--- src/rtl/riscv_pipe_pkg.sv ---
// Shared types for the RISC-V inter-stage pipeline registers: stage-register FSM
// states, the MEM/WB payload layout and the packed payload width of each stage.
package riscv_pipe_pkg;

    typedef enum logic [1:0] {
        EMPTY = 2'd0,
        ONE   = 2'd1,
        FULL2 = 2'd2
    } state_t;

    typedef struct packed {
        logic [31:0] WriteData;
        logic [31:0] inst;
        logic [31:0] pc;
        logic [31:0] pc4;
        logic [31:0] C;
        logic [1:0]  wD_sel;
        logic        RegWrite;
        logic        re1;
        logic        re2;
    } mem_wb_payload_t;

    // Packed widths of each stage boundary; MEM/WB follows the struct above.
    localparam int IF_ID_W  = 96;
    localparam int ID_EX_W  = 200;
    localparam int EX_MEM_W = 168;
    localparam int MEM_WB_W = $bits(mem_wb_payload_t);

endpackage

--- src/rtl/pipe_stage_skid_slot.sv ---
// One pipeline register slot: valid, bubble flag and payload.
// Clear wins over load so a flush always empties the slot.
module pipe_slot #(
    parameter int W           = 128,
    parameter bit ZERO_BUBBLE = 1'b1
) (
    input  logic         clk,
    input  logic         reset,
    input  logic         load,
    input  logic         clear,
    input  logic         bubble_d,
    input  logic [W-1:0] payload_d,
    output logic         valid_q,
    output logic         bubble_q,
    output logic [W-1:0] payload_q
);

    always_ff @(posedge clk or negedge reset) begin
        if (!reset) begin
            valid_q   <= 1'b0;
            bubble_q  <= 1'b1;
            payload_q <= '0;
        end else if (clear) begin
            valid_q  <= 1'b0;
            bubble_q <= 1'b1;
            if (ZERO_BUBBLE) begin
                payload_q <= '0;
            end
        end else if (load) begin
            valid_q   <= 1'b1;
            bubble_q  <= bubble_d;
            payload_q <= (ZERO_BUBBLE && bubble_d) ? '0 : payload_d;
        end
    end

endmodule

--- src/rtl/pipe_stage_skid.sv ---
// Generic pipeline stage register with optional 2-entry skid buffer, synchronous
// flush and a saturating stall-cycle counter.
module pipe_stage_skid
    import riscv_pipe_pkg::*;
#(
    parameter int PAYLOAD_W   = 128,
    parameter int CNT_W       = 16,
    parameter bit ZERO_BUBBLE = 1'b1,
    parameter bit SKID        = 1'b1
) (
    input  logic                 clk,
    input  logic                 reset,
    input  logic                 flush_i,
    input  logic                 in_valid_i,
    output logic                 in_ready_o,
    input  logic                 in_bubble_i,
    input  logic [PAYLOAD_W-1:0] in_payload_i,
    output logic                 out_valid_o,
    input  logic                 out_ready_i,
    output logic                 out_bubble_o,
    output logic [PAYLOAD_W-1:0] out_payload_o,
    input  logic                 stall_clr_i,
    output logic [CNT_W-1:0]     stall_cnt_o,
    output state_t               state_o
);

    // Handshake: a transfer happens on a rising clk edge when valid and ready
    // are both high; valid never waits for ready, and a held entry is stable.

    localparam logic [CNT_W-1:0] CNT_MAX = '1;

    state_t state_q, state_d;

    logic accept, send;
    logic main_load, main_clear, main_from_skid;
    logic skid_load, skid_clear;
    logic main_valid, main_bubble;
    logic [PAYLOAD_W-1:0] main_payload;
    logic skid_valid, skid_bubble;
    logic [PAYLOAD_W-1:0] skid_payload;
    logic main_bubble_d;
    logic [PAYLOAD_W-1:0] main_payload_d;

    assign accept = in_valid_i & in_ready_o;
    assign send   = out_valid_o & out_ready_i;

    always_ff @(posedge clk or negedge reset) begin
        if (!reset) begin
            state_q <= EMPTY;
        end else begin
            state_q <= state_d;
        end
    end

    always_comb begin
        state_d        = state_q;
        main_load      = 1'b0;
        main_clear     = 1'b0;
        main_from_skid = 1'b0;
        skid_load      = 1'b0;
        skid_clear     = 1'b0;
        if (flush_i) begin
            state_d    = EMPTY;
            main_clear = 1'b1;
            skid_clear = 1'b1;
        end else begin
            case (state_q)
                EMPTY: begin
                    if (accept) begin
                        state_d   = ONE;
                        main_load = 1'b1;
                    end
                end
                ONE: begin
                    if (accept && send) begin
                        main_load = 1'b1;
                    end else if (accept && SKID) begin
                        state_d   = FULL2;
                        skid_load = 1'b1;
                    end else if (send) begin
                        state_d    = EMPTY;
                        main_clear = 1'b1;
                    end
                end
                FULL2: begin
                    // Skid entry is always the younger one, so it refills main.
                    if (send && skid_valid) begin
                        state_d        = ONE;
                        main_load      = 1'b1;
                        main_from_skid = 1'b1;
                        skid_clear     = 1'b1;
                    end
                end
                default: begin
                    state_d    = EMPTY;
                    main_clear = 1'b1;
                    skid_clear = 1'b1;
                end
            endcase
        end
    end

    assign main_bubble_d  = main_from_skid ? skid_bubble  : in_bubble_i;
    assign main_payload_d = main_from_skid ? skid_payload : in_payload_i;

    pipe_slot #(
        .W           (PAYLOAD_W),
        .ZERO_BUBBLE (ZERO_BUBBLE)
    ) u_main (
        .clk       (clk),
        .reset     (reset),
        .load      (main_load),
        .clear     (main_clear),
        .bubble_d  (main_bubble_d),
        .payload_d (main_payload_d),
        .valid_q   (main_valid),
        .bubble_q  (main_bubble),
        .payload_q (main_payload)
    );

    generate
        if (SKID) begin : g_skid
            logic in_ready_q;

            pipe_slot #(
                .W           (PAYLOAD_W),
                .ZERO_BUBBLE (ZERO_BUBBLE)
            ) u_skid (
                .clk       (clk),
                .reset     (reset),
                .load      (skid_load),
                .clear     (skid_clear),
                .bubble_d  (in_bubble_i),
                .payload_d (in_payload_i),
                .valid_q   (skid_valid),
                .bubble_q  (skid_bubble),
                .payload_q (skid_payload)
            );

            // Registered ready: looks at next state, never at out_ready_i.
            always_ff @(posedge clk or negedge reset) begin
                if (!reset) begin
                    in_ready_q <= 1'b1;
                end else begin
                    in_ready_q <= (state_d != FULL2);
                end
            end

            assign in_ready_o = in_ready_q;
        end else begin : g_no_skid
            assign skid_valid   = 1'b0;
            assign skid_bubble  = 1'b1;
            assign skid_payload = '0;
            assign in_ready_o   = ~main_valid | out_ready_i;
        end
    endgenerate

    assign out_valid_o   = main_valid;
    assign out_bubble_o  = ~main_valid | main_bubble;
    assign out_payload_o = main_payload;
    assign state_o       = state_q;

    always_ff @(posedge clk or negedge reset) begin
        if (!reset) begin
            stall_cnt_o <= '0;
        end else if (stall_clr_i) begin
            stall_cnt_o <= '0;
        end else if (out_valid_o && !out_ready_i && (stall_cnt_o != CNT_MAX)) begin
            stall_cnt_o <= stall_cnt_o + 1'b1;
        end
    end

endmodule

--- config.mk ---
export PLATFORM = sky130hd
export DESIGN_NAME = pipe_stage_skid
export DESIGN_NICKNAME = d
export VERILOG_FILES = /design/src/rtl/riscv_pipe_pkg.sv /design/src/rtl/pipe_stage_skid_slot.sv /design/src/rtl/pipe_stage_skid.sv
export SDC_FILE = /design/constraint.sdc
export NUM_CORES = 1
export LEC_CHECK = 0
export CORE_ASPECT_RATIO = 0.6
export CORE_MARGIN = 4
export CORE_UTILIZATION = 36
export DETAILED_ROUTE_END_ITERATION = 12
export SYNTH_ARGS = -nofsm -noshare
export SYNTH_HDL_FRONTEND = slang
export SYNTH_SLANG_ARGS = --single-unit
--- constraint.sdc ---
create_clock -name clk -period 2.05 [get_ports clk]
set_input_delay 0.205 -clock clk [delete_from_list [all_inputs] [get_ports clk]]
set_output_delay 0.205 -clock clk [all_outputs]
set_load 0.03 [all_outputs]
==> out/metrics.csv <==
stage,metric,value,unit
pwr,power_density,770.4,nW/um^2
final_layout,fillers,2714,
critical_path,critPathArrivalTime,1.77,ns
placement,dp_cells,1546,
synthesis,synth_top_family_by_area,compound AO/OA/AOI/OAI gates,
synthesis,async_flop_share,100.0,%
status,status,"finished, final reports clean",
flow_run,maxCapViolCount,0,
cts,cts.path.max_buffers,3,
critical_path,cp_max_fo,4,
timing,period_share,96.28,%
route,first_iter_violations,477,
synthesis,synth_nets,991,
cts,cts.sinks,279,
floorplanning,die_width,241.1,um
cts,clk_latency,0.54,ns
route,drc,0,
global_routing,antenna_found_initial,2,
floorplanning,die_area,35640,sq um
route,routed_wl,33.33,mm
route,route.layer.met1.wl,16.51,mm
cts,path_clk_slew,0.06,ns
route,wl_per_cell,20.89,um
route,ant_nets,0,
cts,htreeDepth,1,
timing,min_period,1.974,ns
synthesis,synth_simple_gate_area_share,3.401,%
critical_path,crit_slowest_cell,clkdlybuf4s50_1,
critical_path,cp-start-kind,register,
pwr,peakVddDrop,0.5454,mV
synthesis,yosysWarnings,0,
placement,dp_slack,-0.1673,ns
final_layout,layout_common_cells,"clkdlybuf4s50_1, dfrtp_1, mux2i_1, a22o_1, o2bb2ai_1",
final_layout,stdcell_count,1595,
cts,cts_tree,yes,
synthesis,synth_compound_area_share,21.03,%
final_layout,final_core_util,51.71,%
final_layout,final_common_cell,clkdlybuf4s50_1,
placement,post-dp-hpwl,22.09,mm
synthesis,ys_types,45,
critical_path,required,1.85,ns
global_routing,grt_max_degree,68,
timing,worst_slack,0.07632,ns
synthesis,syn_inst,855,
hold_path,min_path_type,in2async,
route,dr_wl_met3,2.100,mm
floorplanning,start_util,37.07,%
timing,tns,0,ns
final_layout,drive_above_1_share,11.04,%
synthesis,synthMuxAreaShare,11.68,%
timing,tightest_slew,0.7095,ns
critical_path,cp.depth,1,
timing,whs,0.1890,ns
route,top_layer,met5,
cts,cts_root_buffer,clkbuf_16,
critical_path,path_class,reg2out,
placement,io_buffers,283,
critical_path,critPathTopFamily,buffers and inverters,
placement,place_congestion,0.7813,
critical_path,critPathBufInv,1,
critical_path,cp_slowest_stage_delay,0.69,ns
timing,setup_violations,0,
final_layout,syn_to_final_growth,39.49,%
global_routing,grt_pass1_wl,52.67,mm
cts,cts_buffers,27,
synthesis,synth-xor-area-share,0,%
timing,fmax,506.7,MHz
cts,post_cts_buffers,0,
critical_path,end_kind,primary output,
route,dr_total_vias,8498,
critical_path,cp_cell_sequence,clkdlybuf4s50_1,
synthesis,ys_seq_area_share,59.53,%
route,wl_met2,14.17,mm
timing,timing.slew.headroom,52.55,%
synthesis,yosys.area_share.adder,0.1066,%
synthesis,ys_seq_elements,279,
timing,hold_viol_final,0,
synthesis,synthesis.area,11740,sq um
timing,rsz0062_at_grt,false,
timing,drv_slew,0,
floorplanning,io-pin-count,284,
floorplanning,core_area,31660,sq um
synthesis,synth_area_per_cell,13.73,sq um
synthesis,synth_edf_count,0,
timing,final.setup_skew,0.01492,ns
final_layout,finalNetCount,1296,
critical_path,rr_worst_depth,6,
pwr,p_leak,7.967,nW
route,viasPerCell,5.328,
global_routing,grt.total_usage,18.29,%
floorplanning,fp.dieH,147.9,um
route,drt_first_pass_iters,4,
global_routing,grt_pass1_vias,8805,
global_routing,grt-ovfl-total,0,
synthesis,ys.flop_type,dfrtp_1,
floorplanning,num_rows,50,
cell type report:
| class | instances | area [sq um] | share of cell area [%] |
|---|---|---|---|
| clock inverters | 7 | 68.82 | 0.4204 |
| clock buffers | 40 | 804.5 | 4.915 |
| well taps | 416 | 520.5 | 3.180 |
| inverters | 4 | 15.01 | 0.09172 |
| repair buffers | 353 | 3679 | 22.47 |
| flip-flops and latches | 279 | 6987 | 42.68 |
| multi-input cells | 495 | 4293 | 26.22 |
| diodes | 1 | 2.502 | 0.01529 |
cell families after synthesis:
| group | after synthesis |
|---|---|
| AND/OR/NAND/NOR | 68 |
| adder cells (fa/ha/maj) | 1 |
| flip-flops | 279 |
| AO/OA/AOI/OAI | 290 |
| buffers and inverters | 81 |
| multiplexers | 136 |
power by group:
part | switching, mW | internal, mW
logic | 1.01 | 0.822
registers | 0.132 | 5.71
clock network | 2.10 | 2.83
timing repair:
action | CTS | global route
hold endpoints to repair | 113 | 0
pin swaps | 0 | 0
resized for setup | 2 | 1
hold buffers | 1 | 0
endpoints found under the setup margin | 2 | 1
metal layers:
| metal | vias up | track usage (%) |
|---|---|---|
| li1 | 3928 | - |
| met1 | 4331 | 28.05 |
| met2 | 195 | 26.20 |
| met3 | 40 | 5.128 |
| met4 | 4 | 2.952 |
| met5 | - | 0 |
metrics by stage:
step / cell area (sq um) / total power [mW]
floorplan: 11740 / 6.714
global placement: 15480 / 7.786
detailed placement: 15480 / 7.793
CTS: 16360 / 12.80
global route: 16370 / 13.15
finish: 16370 / 12.61
sequential cells by signal, indices dropped and copies added (netlist names):
signal and count:
g_skid.u_skid.valid_q 1, u_main.payload_q 128, stall_cnt_o 16, g_skid.u_skid.bubble_q 1, u_main.bubble_q 1, g_skid.u_skid.payload_q 128, u_main.valid_q 1, in_ready_o 1
state_o 2
synthesized netlist by cell type, types with 3 or more instances:
cell / instances / area share (%)
nor2_1: 13 / 0.42
dfrtp_1: 276 / 59
mux2i_1: 129 / 11
buf_4: 9 / 0.58
dfstp_2: 3 / 0.67
mux2_2: 7 / 0.67
and4_1: 3 / 0.22
o21ai_0: 3 / 0.13
inv_1: 4 / 0.13
a22o_1: 128 / 9.6
or3_1: 3 / 0.16
nand3_1: 5 / 0.21
nand2b_1: 3 / 0.16
nand2_1: 8 / 0.26
nand4_1: 6 / 0.32
nor4b_1: 3 / 0.22
clkbuf_1: 23 / 0.74
buf_2: 28 / 1.2
buf_6: 17 / 1.6
nor2b_1: 8 / 0.43
a21oi_1: 14 / 0.60
nor3_1: 3 / 0.13
o2bb2ai_1: 128 / 9.6
path summary, 6_finish.rpt:
check                                      from                           to  slack, ns
max in group asynchronous                 reset         u_main.payload_q[51]       1.16
setup / recovery                     in_ready_o                   in_ready_o       0.08
hold / removal                            reset  g_skid.u_skid.payload_q[64]       0.19
min in group clk               in_payload_i[34]  g_skid.u_skid.payload_q[34]       0.28
hold reg to reg            u_main.payload_q[19]         u_main.payload_q[19]       0.48
setup reg to reg                 u_main.valid_q         u_main.payload_q[14]       0.13
Note: power is estimated with default switching activity, not from simulation.
